<file path="src/rtl/mem_port_arbiter.sv">
// Two-port (CPU / debug) arbiter in front of a single-ported data memory.
// Round-robin between requesters, with an optional bounded debug lock.
module mem_port_arbiter #(
  parameter int DATA_W   = 8,
  parameter int ADDR_W   = 8,
  parameter int MAX_LOCK = 3
) (
  input  logic              clk,
  input  logic              rst,
  input  logic              cpu_req,
  input  logic              cpu_we,
  input  logic [ADDR_W-1:0] cpu_addr,
  input  logic [DATA_W-1:0] cpu_wdata,
  output logic              cpu_gnt,
  output logic              cpu_rvalid,
  output logic              cpu_stall,
  input  logic              dbg_req,
  input  logic              dbg_we,
  input  logic [ADDR_W-1:0] dbg_addr,
  input  logic [DATA_W-1:0] dbg_wdata,
  input  logic              dbg_lock,
  output logic              dbg_gnt,
  output logic              dbg_rvalid,
  output logic [DATA_W-1:0] rdata,
  output logic [ADDR_W-1:0] mem_addr,
  output logic [DATA_W-1:0] mem_wdata,
  output logic              mem_read,
  output logic              mem_write,
  input  logic [DATA_W-1:0] mem_rdata
);

  localparam int CNT_W = (MAX_LOCK < 1) ? 1 : $clog2(MAX_LOCK + 1);
  localparam logic [CNT_W-1:0] LOCK_MAX = CNT_W'(MAX_LOCK);

  typedef enum logic [1:0] {IDLE, ACCESS, RESP} state_t;

  state_t            state_q, state_d;
  logic              owner_dbg_q, owner_dbg_d;
  logic              last_dbg_q, last_dbg_d;
  logic [CNT_W-1:0]  lock_cnt_q, lock_cnt_d;
  logic [ADDR_W-1:0] addr_q, addr_d;
  logic [DATA_W-1:0] wdata_q, wdata_d;
  logic              we_q, we_d;
  logic [DATA_W-1:0] rdata_q, rdata_d;
  logic              cpu_gnt_q, cpu_gnt_d;
  logic              dbg_gnt_q, dbg_gnt_d;
  logic              cpu_rvalid_q, cpu_rvalid_d;
  logic              dbg_rvalid_q, dbg_rvalid_d;
  logic              mem_read_q, mem_read_d;
  logic              mem_write_q, mem_write_d;
  logic              dbg_wins;
  logic              sel_we;

  // Winner: lone requester, else round-robin unless debug still holds the lock.
  always_comb begin
    dbg_wins = dbg_req;
    if (cpu_req && dbg_req) begin
      dbg_wins = last_dbg_q ? (dbg_lock && (lock_cnt_q < LOCK_MAX)) : 1'b1;
    end
    sel_we = dbg_wins ? dbg_we : cpu_we;
  end

  always_comb begin
    state_d      = state_q;
    owner_dbg_d  = owner_dbg_q;
    last_dbg_d   = last_dbg_q;
    lock_cnt_d   = lock_cnt_q;
    addr_d       = addr_q;
    wdata_d      = wdata_q;
    we_d         = we_q;
    rdata_d      = rdata_q;
    cpu_gnt_d    = 1'b0;
    dbg_gnt_d    = 1'b0;
    cpu_rvalid_d = 1'b0;
    dbg_rvalid_d = 1'b0;
    mem_read_d   = 1'b0;
    mem_write_d  = 1'b0;
    case (state_q)
      IDLE: begin
        if (cpu_req || dbg_req) begin
          state_d     = ACCESS;
          owner_dbg_d = dbg_wins;
          last_dbg_d  = dbg_wins;
          addr_d      = dbg_wins ? dbg_addr : cpu_addr;
          wdata_d     = dbg_wins ? dbg_wdata : cpu_wdata;
          we_d        = sel_we;
          cpu_gnt_d   = !dbg_wins;
          dbg_gnt_d   = dbg_wins;
          mem_read_d  = !sel_we;
          mem_write_d = sel_we;
          if (!dbg_wins) begin
            lock_cnt_d = '0;
          end else if (cpu_req && (lock_cnt_q != LOCK_MAX)) begin
            lock_cnt_d = lock_cnt_q + 1'b1;
          end
        end
      end
      ACCESS: begin
        if (we_q) begin
          state_d = IDLE;
        end else begin
          state_d      = RESP;
          rdata_d      = mem_rdata;
          cpu_rvalid_d = !owner_dbg_q;
          dbg_rvalid_d = owner_dbg_q;
        end
      end
      RESP:    state_d = IDLE;
      default: state_d = IDLE;
    endcase
  end

  // Reset leaves last owner as debug so the CPU wins the first tie.
  always_ff @(posedge clk or negedge rst) begin
    if (!rst) begin
      state_q      <= IDLE;
      owner_dbg_q  <= 1'b0;
      last_dbg_q   <= 1'b1;
      lock_cnt_q   <= '0;
      addr_q       <= '0;
      wdata_q      <= '0;
      we_q         <= 1'b0;
      rdata_q      <= '0;
      cpu_gnt_q    <= 1'b0;
      dbg_gnt_q    <= 1'b0;
      cpu_rvalid_q <= 1'b0;
      dbg_rvalid_q <= 1'b0;
      mem_read_q   <= 1'b0;
      mem_write_q  <= 1'b0;
    end else begin
      state_q      <= state_d;
      owner_dbg_q  <= owner_dbg_d;
      last_dbg_q   <= last_dbg_d;
      lock_cnt_q   <= lock_cnt_d;
      addr_q       <= addr_d;
      wdata_q      <= wdata_d;
      we_q         <= we_d;
      rdata_q      <= rdata_d;
      cpu_gnt_q    <= cpu_gnt_d;
      dbg_gnt_q    <= dbg_gnt_d;
      cpu_rvalid_q <= cpu_rvalid_d;
      dbg_rvalid_q <= dbg_rvalid_d;
      mem_read_q   <= mem_read_d;
      mem_write_q  <= mem_write_d;
    end
  end

  assign cpu_gnt    = cpu_gnt_q;
  assign dbg_gnt    = dbg_gnt_q;
  assign cpu_rvalid = cpu_rvalid_q;
  assign dbg_rvalid = dbg_rvalid_q;
  assign rdata      = rdata_q;
  assign mem_addr   = addr_q;
  assign mem_wdata  = wdata_q;
  assign mem_read   = mem_read_q;
  assign mem_write  = mem_write_q;
  assign cpu_stall  = cpu_req && !(cpu_rvalid_q || (cpu_gnt_q && cpu_we));

endmodule

</file>
<file path="config.mk">
export PLATFORM = sky130hd
export DESIGN_NAME = mem_port_arbiter
export DESIGN_NICKNAME = d
export VERILOG_FILES = /design/src/rtl/mem_port_arbiter.sv
export SDC_FILE = /design/constraint.sdc
export NUM_CORES = 1
export LEC_CHECK = 0
export BUFFER_PORTS_ARGS = -buffer_cell sky130_fd_sc_hd__buf_2
export CAP_MARGIN = 20
export CORE_UTILIZATION = 49
export CTS_BUF_LIST = sky130_fd_sc_hd__clkbuf_4 sky130_fd_sc_hd__clkbuf_8
export DETAILED_ROUTE_END_ITERATION = 8
export HOLD_SLACK_MARGIN = 0.12
export PLACE_DENSITY = 0.85
export SETUP_SLACK_MARGIN = 0.5
export SLEW_MARGIN = 20
export SYNTH_ARGS = -nofsm -noshare
export SYNTH_HDL_FRONTEND = slang
export SYNTH_SLANG_ARGS = --single-unit
</file>
<file path="constraint.sdc">
create_clock -name clk -period 2.4 [get_ports clk]
set_input_delay 0.48 -clock clk [delete_from_list [all_inputs] [get_ports clk]]
set_output_delay 0.48 -clock clk [all_outputs]
set_load 0.02 [all_outputs]
</file>
==> reports/results.txt, run 1 <==
Among all stages on the critical path, the largest delay is contributed by dfrtp_1. After clock tree synthesis, the clock-pin slew on the worst setup and hold paths is 120 ps. Setup repair after global routing left no endpoint under its margin. Summed over all layers, the global routing overflow is 0.

The area of the core came out at 2850 um^2. The summed negative setup slack over all endpoints was 0 ps; the worst IR drop on VDD was 0.803 mV. The area used by sequential logic in the layout was 927 um^2; the pin count of the biggest net entering global routing was 38. The logs give 0 for the post-route antenna net violation count and 0 for the count of maximum capacitance violations. Port buffering added 77 buffers. For the worst flop-to-flop path, the logic depth is 5.

The final reports fail on DRC. The netlist area before placement is 1520 um^2. The area growth from synthesis to layout is 30.7%.

The die covers 3320 um^2. The run finished, with violations left. After technology mapping, the gate count stands at 111.

The area share of the leading cell type in the synthesized netlist was 0.594; the horizontal die dimension was 57.7 um. For this run, the number of Yosys warnings is 0. The post-synthesis sequential area ratio was 0.611; the sequential power share was 0.398. The signal on the critical path passes through a211oi_1 -> buf_2. The worst path arrival time is 1230 ps, and the transition time at the pin with the least slew margin is 808 ps. Setup violations remaining at the end of the flow were counted as 0. After detailed routing, the total wire length is 3570 um. When the netlist entered floorplanning its net count stood at 159. The antenna cell count was 0. The category of the worst setup path launch point was a flop. The worst setup path is captured at a primary output.

In the routed design, unresolved DRC markers number 7. Summing all multi-input logic gate instances after layout gives 529 um^2. The final count of pins violating max slew was 0.

By area the synthesized netlist is led by dfrtp_1, a221o_1, and2_1. The run gives 1.11 mW as the switching power of the nets. The clock latency on the worst-skew pair is 350 ps, and the worst hold slack is 213 ps. The worst path required time came out at 1920 ps.

Internal power of the cells: 1.60 mW. The peak clock frequency supported by timing is 0.586 GHz. The run gives 37 as the count of clock tree sinks.

The top cell types in the final layout, fill and taps aside, are buf_2, dfrtp_1, and2_1, a221o_1, mux2_2. The tools report the length of the first detailed-routing pass in iterations as 6. On the final layout, the worst clock skew is 8.94 ps. The clock tree root driver cell was clkbuf_4. The die is 57.7 um tall. The starting utilization of the core area came out at 0.532. The clock buffer count from CTS was 5; the via count normalized by instance count was 5.43. The tools report the wire length of the first global-routing pass as 5740 um. The critical-path maximum fanout is 2. Instance area at placement: 1900 um^2.

Counting flops and latches in the post-synthesis netlist gives 37. In this run, the number of DRC markers left after iteration 0 of detailed routing was 46. The most common cell after layout, fill and taps aside is buf_2. Of all cell types, the one taking the most synthesized area is dfrtp_1.

The number of hold buffers added after cts was 0; the average wire per cell in the routed design was 15.9 um. Total global-route track usage: 0.231. The detailed router placed 1216 vias in this run.

In this run the deepest clock path goes through 2 buffers. The part of the power in combinational logic is 0.484. In this run the core area contains 19 standard-cell rows. Detailed placement ended at an HPWL of 2560 um. The via count of the first global-routing pass was 1294. The switching power as a share of total power was 0.409; the per-instance average area after synthesis was 13.7 um^2. The worst slew slack as a fraction of its limit is 0.462, and the number of filler cells placed in the layout is 220. In the final design database the tool counted 240 nets. Period utilization: 0.710. The stage delay of the slowest cell on the critical path is 400 ps. The critical path is of the reg -> out type. The tools report the final number of hold-violating endpoints as 0. Routability-driven placement finished with a final weighted congestion of 0.749. The worst hold path belongs to the class in -> async. The relative contribution of the clock network to total power is 0.118, and the share of post-route cells with drive strength above 1 is 0.534. Number of buffer and inverter stages on the critical path: 1.

The static leakage came out at 1.03 nW. The number of antenna violations at the first check in global routing is 0. In this run the power density over the cells is 1370 nW/um^2. The H-tree was split into 2 levels. After routing the design area is 1980 um^2.

In this run, distinct cell masters in the synthesized netlist total 27. The number of cells on the critical path is 2, and the number of placed I/O pins is 78. For the finished layout, the period the worst path requires is 1710 ps. The kind of cell with the highest combined delay on the critical path is flip-flops.

TritonCTS built the clock tree.
path summary, 6_finish.rpt:
path	from	end	slack (ps)
worst max-delay path	cpu_gnt$_DFF_PN0_	cpu_stall	690
worst min-delay path	rst	mem_wdata[6]$_DFFE_PN0P_	210
worst max register to register	last_dbg_q$_DFFE_PN1P_	mem_addr[0]$_DFFE_PN0P_	760
worst min register to register	owner_dbg_q$_DFFE_PN0P_	cpu_rvalid$_DFF_PN0_	460
max in group asynchronous	rst	lock_cnt_q[0]$_DFFE_PN0P_	1680
min in group clk	dbg_wdata[6]	mem_wdata[6]$_DFFE_PN0P_	350
metal layers:
| layer | track usage | wire length [um] | up-vias |
|---|---|---|---|
| li1 | - | - | 563 |
| met1 | 0.279 | 1470 | 592 |
| met2 | 0.400 | 1780 | 57 |
| met3 | 0.0893 | 281 | 4 |
| met4 | 0.0408 | 27 | 0 |
| met5 | 0 | 0 | - |
per-stage QoR:
stage	setup slack (ps)	util	instances	power, mW
3_5_place_dp	206	0.667	215	2.37
5_1_grt	604	0.696	224	2.89
6_report	695	0.696	224	2.71
3_3_place_gp	367	0.667	215	2.29
2_1_floorplan	807	-	111	1.97
4_1_cts	538	0.689	223	2.70
cell families after synthesis:
kind of cell	Yosys count	synth area share
flops	37	0.611
simple gates	31	0.124
compound gates	24	0.147
buf+inv	9	0.0445
mux	9	0.0660
fa+ha+maj	1	0.00824
power groups by stage:
| stage | registers, mW | clock network, mW | logic, mW |
|---|---|---|---|
| after global placement | 1.06 | 0 | 1.23 |
| after floorplan | 1.36 | 0 | 0.612 |
| after CTS | 1.08 | 0.325 | 1.30 |
| final | 1.08 | 0.320 | 1.31 |
| after global routing | 1.11 | 0.357 | 1.42 |
| after detailed placement | 1.08 | 0 | 1.29 |
flip-flops by register name (all words and copies together), names as in the netlist:
register and count:
mem_write 1, we_q 1, lock_cnt_q 2, last_dbg_q 1, mem_addr 8, rdata 8
dbg_rvalid 1, state_q 2, dbg_gnt 1, mem_read 1, owner_dbg_q 1, cpu_gnt 1
cpu_rvalid 1, mem_wdata 8
repair_timing:
| item | CTS | global route |
|---|---|---|
| gates resized for setup | 1 | 0 |
| pin swaps | 0 | 1 |
| setup buffers | 0 | 1 |
| setup endpoints to repair | 19 | 16 |
cells in the mapped netlist:
cell type and instances:
inv_1 2, inv_4 1, nor2_1 3, nand2_1 3, nand3b_1 1, a211oi_1 1, o2bb2ai_1 2, a221o_1 16
nor3b_1 1, and2_4 1, nor3_2 1, dfstp_2 1, and2_1 18, buf_2 1, nor2b_1 2, a21o_1 2
nor2_2 1, buf_8 1, a21oi_1 1, buf_4 1, clkbuf_1 1, buf_6 2, dfrtp_1 36, o21ai_2 2
mux2i_1 1, mux2_2 8, ha_1 1
layout make-up:
type,instances,area share
Sequential cell,37,0.467
Multi-Input combinational cell,65,0.267
Timing Repair Buffer,80,0.212
Tap cell,31,0.0195
Clock buffer,5,0.0189
Clock inverter,3,0.00883
Inverter,3,0.00694
No activity file was read; power rests on OpenSTA's default activity.
==> inputs of run 2 (changes only) <==
- ABC_AREA: not set -> 1
- CORE_UTILIZATION: 49 -> 47
- PLACE_DENSITY: 0.85 -> 0.81
- clock period: 2.4 -> 1.8 ns (I/O delays scaled with it)
==> reports/results.txt, run 2 <==
The starting utilization of the core area was 0.511 (was 0.532). The switching power as a share of total power is 0.451 (was 0.409). The logs give 9.24 ps (was 8.94 ps) for the largest clock skew in the final design and 0.807 (was 0.696) for the utilization after layout.

Pin count of the biggest net entering global routing: 38 (unchanged). The via count was 1777 (was 1216); the total power per unit cell area was 1860 nW/um^2 (was 1370 nW/um^2). The clock tree root driver cell was clkbuf_4 (unchanged). Clock buffer count from CTS: 5 (unchanged). Path type of the worst min-delay path: in -> reg (was in -> async). The quantity of I/O buffers inserted on ports is 77 (unchanged), and the wire length of the first global-routing pass is 6430 um (was 5740 um). The run gives 0.313 (was 0.398) as the sequential power share. The most numerous cell in the Yosys netlist was nand2_1 (was dfrtp_1). The number of placed I/O pins was 78 (unchanged); the die outline area was 3700 um^2 (was 3320 um^2).

The tools report the final count of pins violating max slew as 0 (unchanged). The static leakage was 1.39 nW (was 1.03 nW); the period utilization was 0.807. The detailed router's first-iteration violation count is 131 (was 46), and the final net count is 333 (was 240). The most common cell after layout, fill and taps aside is buf_2 (unchanged).

The count of clock tree sinks was 37 (unchanged); the count of state elements after synthesis was 37 (unchanged). The primary flip-flop cell chosen by synthesis mapping was dfrtp_1 (unchanged). The shortest clock period the worst path allows after layout is 1450 ps, and the number of warning messages in the yosys log is 0 (unchanged).

Timing would allow up to 0.688 GHz. Setup repair after global routing could not meet its margin everywhere. The transition time at the pin with the least slew margin works out to 612 ps (was 808 ps). Relative contribution of the clock network to total power: 0.104 (was 0.118).

The post-synthesis sequential area ratio is 0.570 (was 0.611). The per-instance average area after synthesis was 8.98 um^2 (was 13.7 um^2); the number of antenna violations at the first check in global routing was 0 (unchanged). The sum of routed wire length over all layers was 5340 um (was 3570 um). The kind of critical path was reg -> out (unchanged). The flow ran to the end, and the final reports show no timing, DRC or antenna violations. The tools report the worst slew slack as a fraction of its limit as 0.590 (was 0.462). Layout overhead on the synthesized area: 57.7% (was 30.7%). The number of filler cells placed in the layout was 214 (was 220); the global placement routability congestion was 0.870 (was 0.749). The run gives 2740 um (was 2560 um) as the placed wire-length estimate after detailed placement. The average wire per cell in the routed design came out at 16.2 um (was 15.9 um). The horizontal die dimension works out to 60.8 um (was 57.7 um). The via count of the first global-routing pass is 1469 (was 1294), and the length of the first detailed-routing pass in iterations is 4 (was 6). Top library cells by usage in the layout, fill and taps aside: buf_2, nand2_1, dfrtp_1, nand3_1, nand4_1 (was buf_2, dfrtp_1, and2_1, a221o_1, mux2_2). The tools report the total DRC errors in the routed layout as 0 (was 7).

The row count is 20 (was 19), and the critical-path maximum fanout is 2 (unchanged). For the post-route antenna net violation count, the log shows 0 (unchanged). The netlist area before placement is 1630 um^2 (was 1520 um^2), and the overall die height is 60.8 um (was 57.7 um). Largest cells by area after synthesis: dfrtp_1, nand2_1, nand3_1 (was dfrtp_1, a221o_1, and2_1).

The number of unique standard cell types used by synthesis came out at 20 (was 27). The share of synthesized flip-flops with an asynchronous set or reset was 1.00 (unchanged). The part of the power in combinational logic came out at 0.583 (was 0.484). The antenna cell count is 0 (unchanged).

The count of maximum capacitance violations was 0 (unchanged); the share of post-route cells with drive strength above 1 was 0.528 (was 0.534). Top post-synthesis cells by count: nand2_1, nand3_1, dfrtp_1, nand4_1, inv_1 (was dfrtp_1, and2_1, a221o_1, mux2_2). The area share of the leading cell type in the synthesized netlist works out to 0.554 (was 0.594). The element type at the critical path end is a primary output (unchanged).

Internal power of the cells: 2.61 mW (was 1.60 mW). The final number of hold-violating endpoints was 0 (unchanged); the clock edge transition at the registers on the reported setup and hold paths was 100 ps (was 120 ps). H-tree depth: 2 (unchanged).

TritonCTS built the clock tree. The total setup violations reported at the end of the flow came out at 0 (unchanged). The summed negative setup slack over all endpoints is 0 ps (unchanged).

The area of the core came out at 3180 um^2 (was 2850 um^2). The maximum buffer depth of the clock tree was 2 (unchanged); the number of flops mapped to enable cells by yosys was 0 (unchanged). The tools report the worst IR drop on VDD as 1.28 mV (was 0.803 mV). The worst path required time is 1440 ps (was 1920 ps). The category of the worst setup path launch point is a flop (unchanged).

The post-synthesis net count came out at 229 (was 159). Total global-route track usage: 0.246 (was 0.231). The aggregate global routing overflow was 0 (unchanged); the instance count of the mapped netlist was 181 (was 111).

The worst path arrival time came out at 1090 ps (was 1230 ps). The run gives 350 ps (about the same) as the clock latency on the worst-skew pair. The tools report the switching power of the nets as 2.14 mW (was 1.11 mW). The via count normalized by instance count is 5.38 (was 5.43).

Cell type with the highest aggregate area in the netlist: dfrtp_1 (unchanged).
run 2: cell count changes after synthesis, moves of 3 or more:
cell,delta
inv_2,+3
a221o_1,-16
and2_1,-18
mux2_2,-8
nand4_1,+16
nand3_1,+38
inv_1,+8
nand2_1,+49
run 2: stage by stage:
| stage | hold slack [ps] | instances | worst slack (ps) | power [mW] | cell area, um^2 |
|---|---|---|---|---|---|
| final | 198 | 330 | 347 | 4.76 | 2560 |
| after global routing | 185 | 330 | 281 | 5.06 | 2560 |
| after CTS | 191 | 313 | 364 | 3.89 | 2200 |
| after detailed placement | 429 | 297 | 251 | 3.28 | 2050 |
| after global placement | 419 | 297 | 277 | 3.24 | 2050 |
| after floorplan | 64.4 | 181 | 511 | 2.72 | 1640 |
run 2: path summary, 6_finish.rpt:
check,slack (ps),cells past startpoint,end,startpoint
setup / recovery,350,4,cpu_stall,cpu_gnt$_DFF_PN0_
hold / removal,200,3,rdata[0]$_DFFE_PN0N_,mem_rdata[0]
setup reg to reg,430,7,mem_wdata[5]$_DFFE_PN0P_,state_q[0]$_DFFE_PN0P_
hold reg to reg,470,1,cpu_rvalid$_DFF_PN0_,owner_dbg_q$_DFFE_PN0P_
max in group asynchronous,890,3,last_dbg_q$_DFFE_PN1P_,rst
min in group asynchronous,570,3,mem_addr[0]$_DFFE_PN0P_,rst
run 2: cells by family after synthesis:
kind of cell / count (synthesis) / synth area share
simple gates: 117 / 0.341
flops: 37 / 0.570
buf+inv: 23 / 0.0693
compound gates: 3 / 0.0115
fa+ha+maj: 1 / 0.00770
run 2: final cells by class:
class	count	area (um^2)	area share
inverters	14	62.6	0.0244
repair inverters	2	17.5	0.00683
multi-input cells	125	788	0.307
flip-flops and latches	37	927	0.362
well taps	44	55.1	0.0215
repair buffers	100	647	0.252
clock buffers	8	66.3	0.0259
run 2: what timing repair did:
item,CTS,global route
hold buffers,1,0
setup endpoints to repair,26,31
resized for setup,7,63
cloned,2,5
pin swaps,2,14
endpoints found under the hold margin,36,0
buffers inserted,5,12
run 2: power groups by stage:
stage / Combinational, mW / Sequential [mW] / Clock, mW
after CTS: 1.95 / 1.44 / 0.492
after floorplan: 0.889 / 1.83 / 0
after detailed placement: 1.83 / 1.46 / 0
after global placement: 1.79 / 1.45 / 0
final: 2.77 / 1.49 / 0.496
after global routing: 2.99 / 1.53 / 0.538
run 2: metal layers:
metal | vias to the layer above | track usage | wire length [um] | part of all wire
met3 | 22 | 0.0597 | 460 | 0.086
met2 | 113 | 0.416 | 2580 | 0.48
met4 | 0 | 0.0974 | 163 | 0.031
met1 | 823 | 0.303 | 2140 | 0.40
li1 | 819 | - | - | -
met5 | - | 0 | 0 | 0
run 2: worst max-delay path, cell delays in order, from the launching register on:
cell and delay [ps]:
dfrtp_1 390, nand2_1 60, nand2_1 50, nor2_1 90, buf_4 150
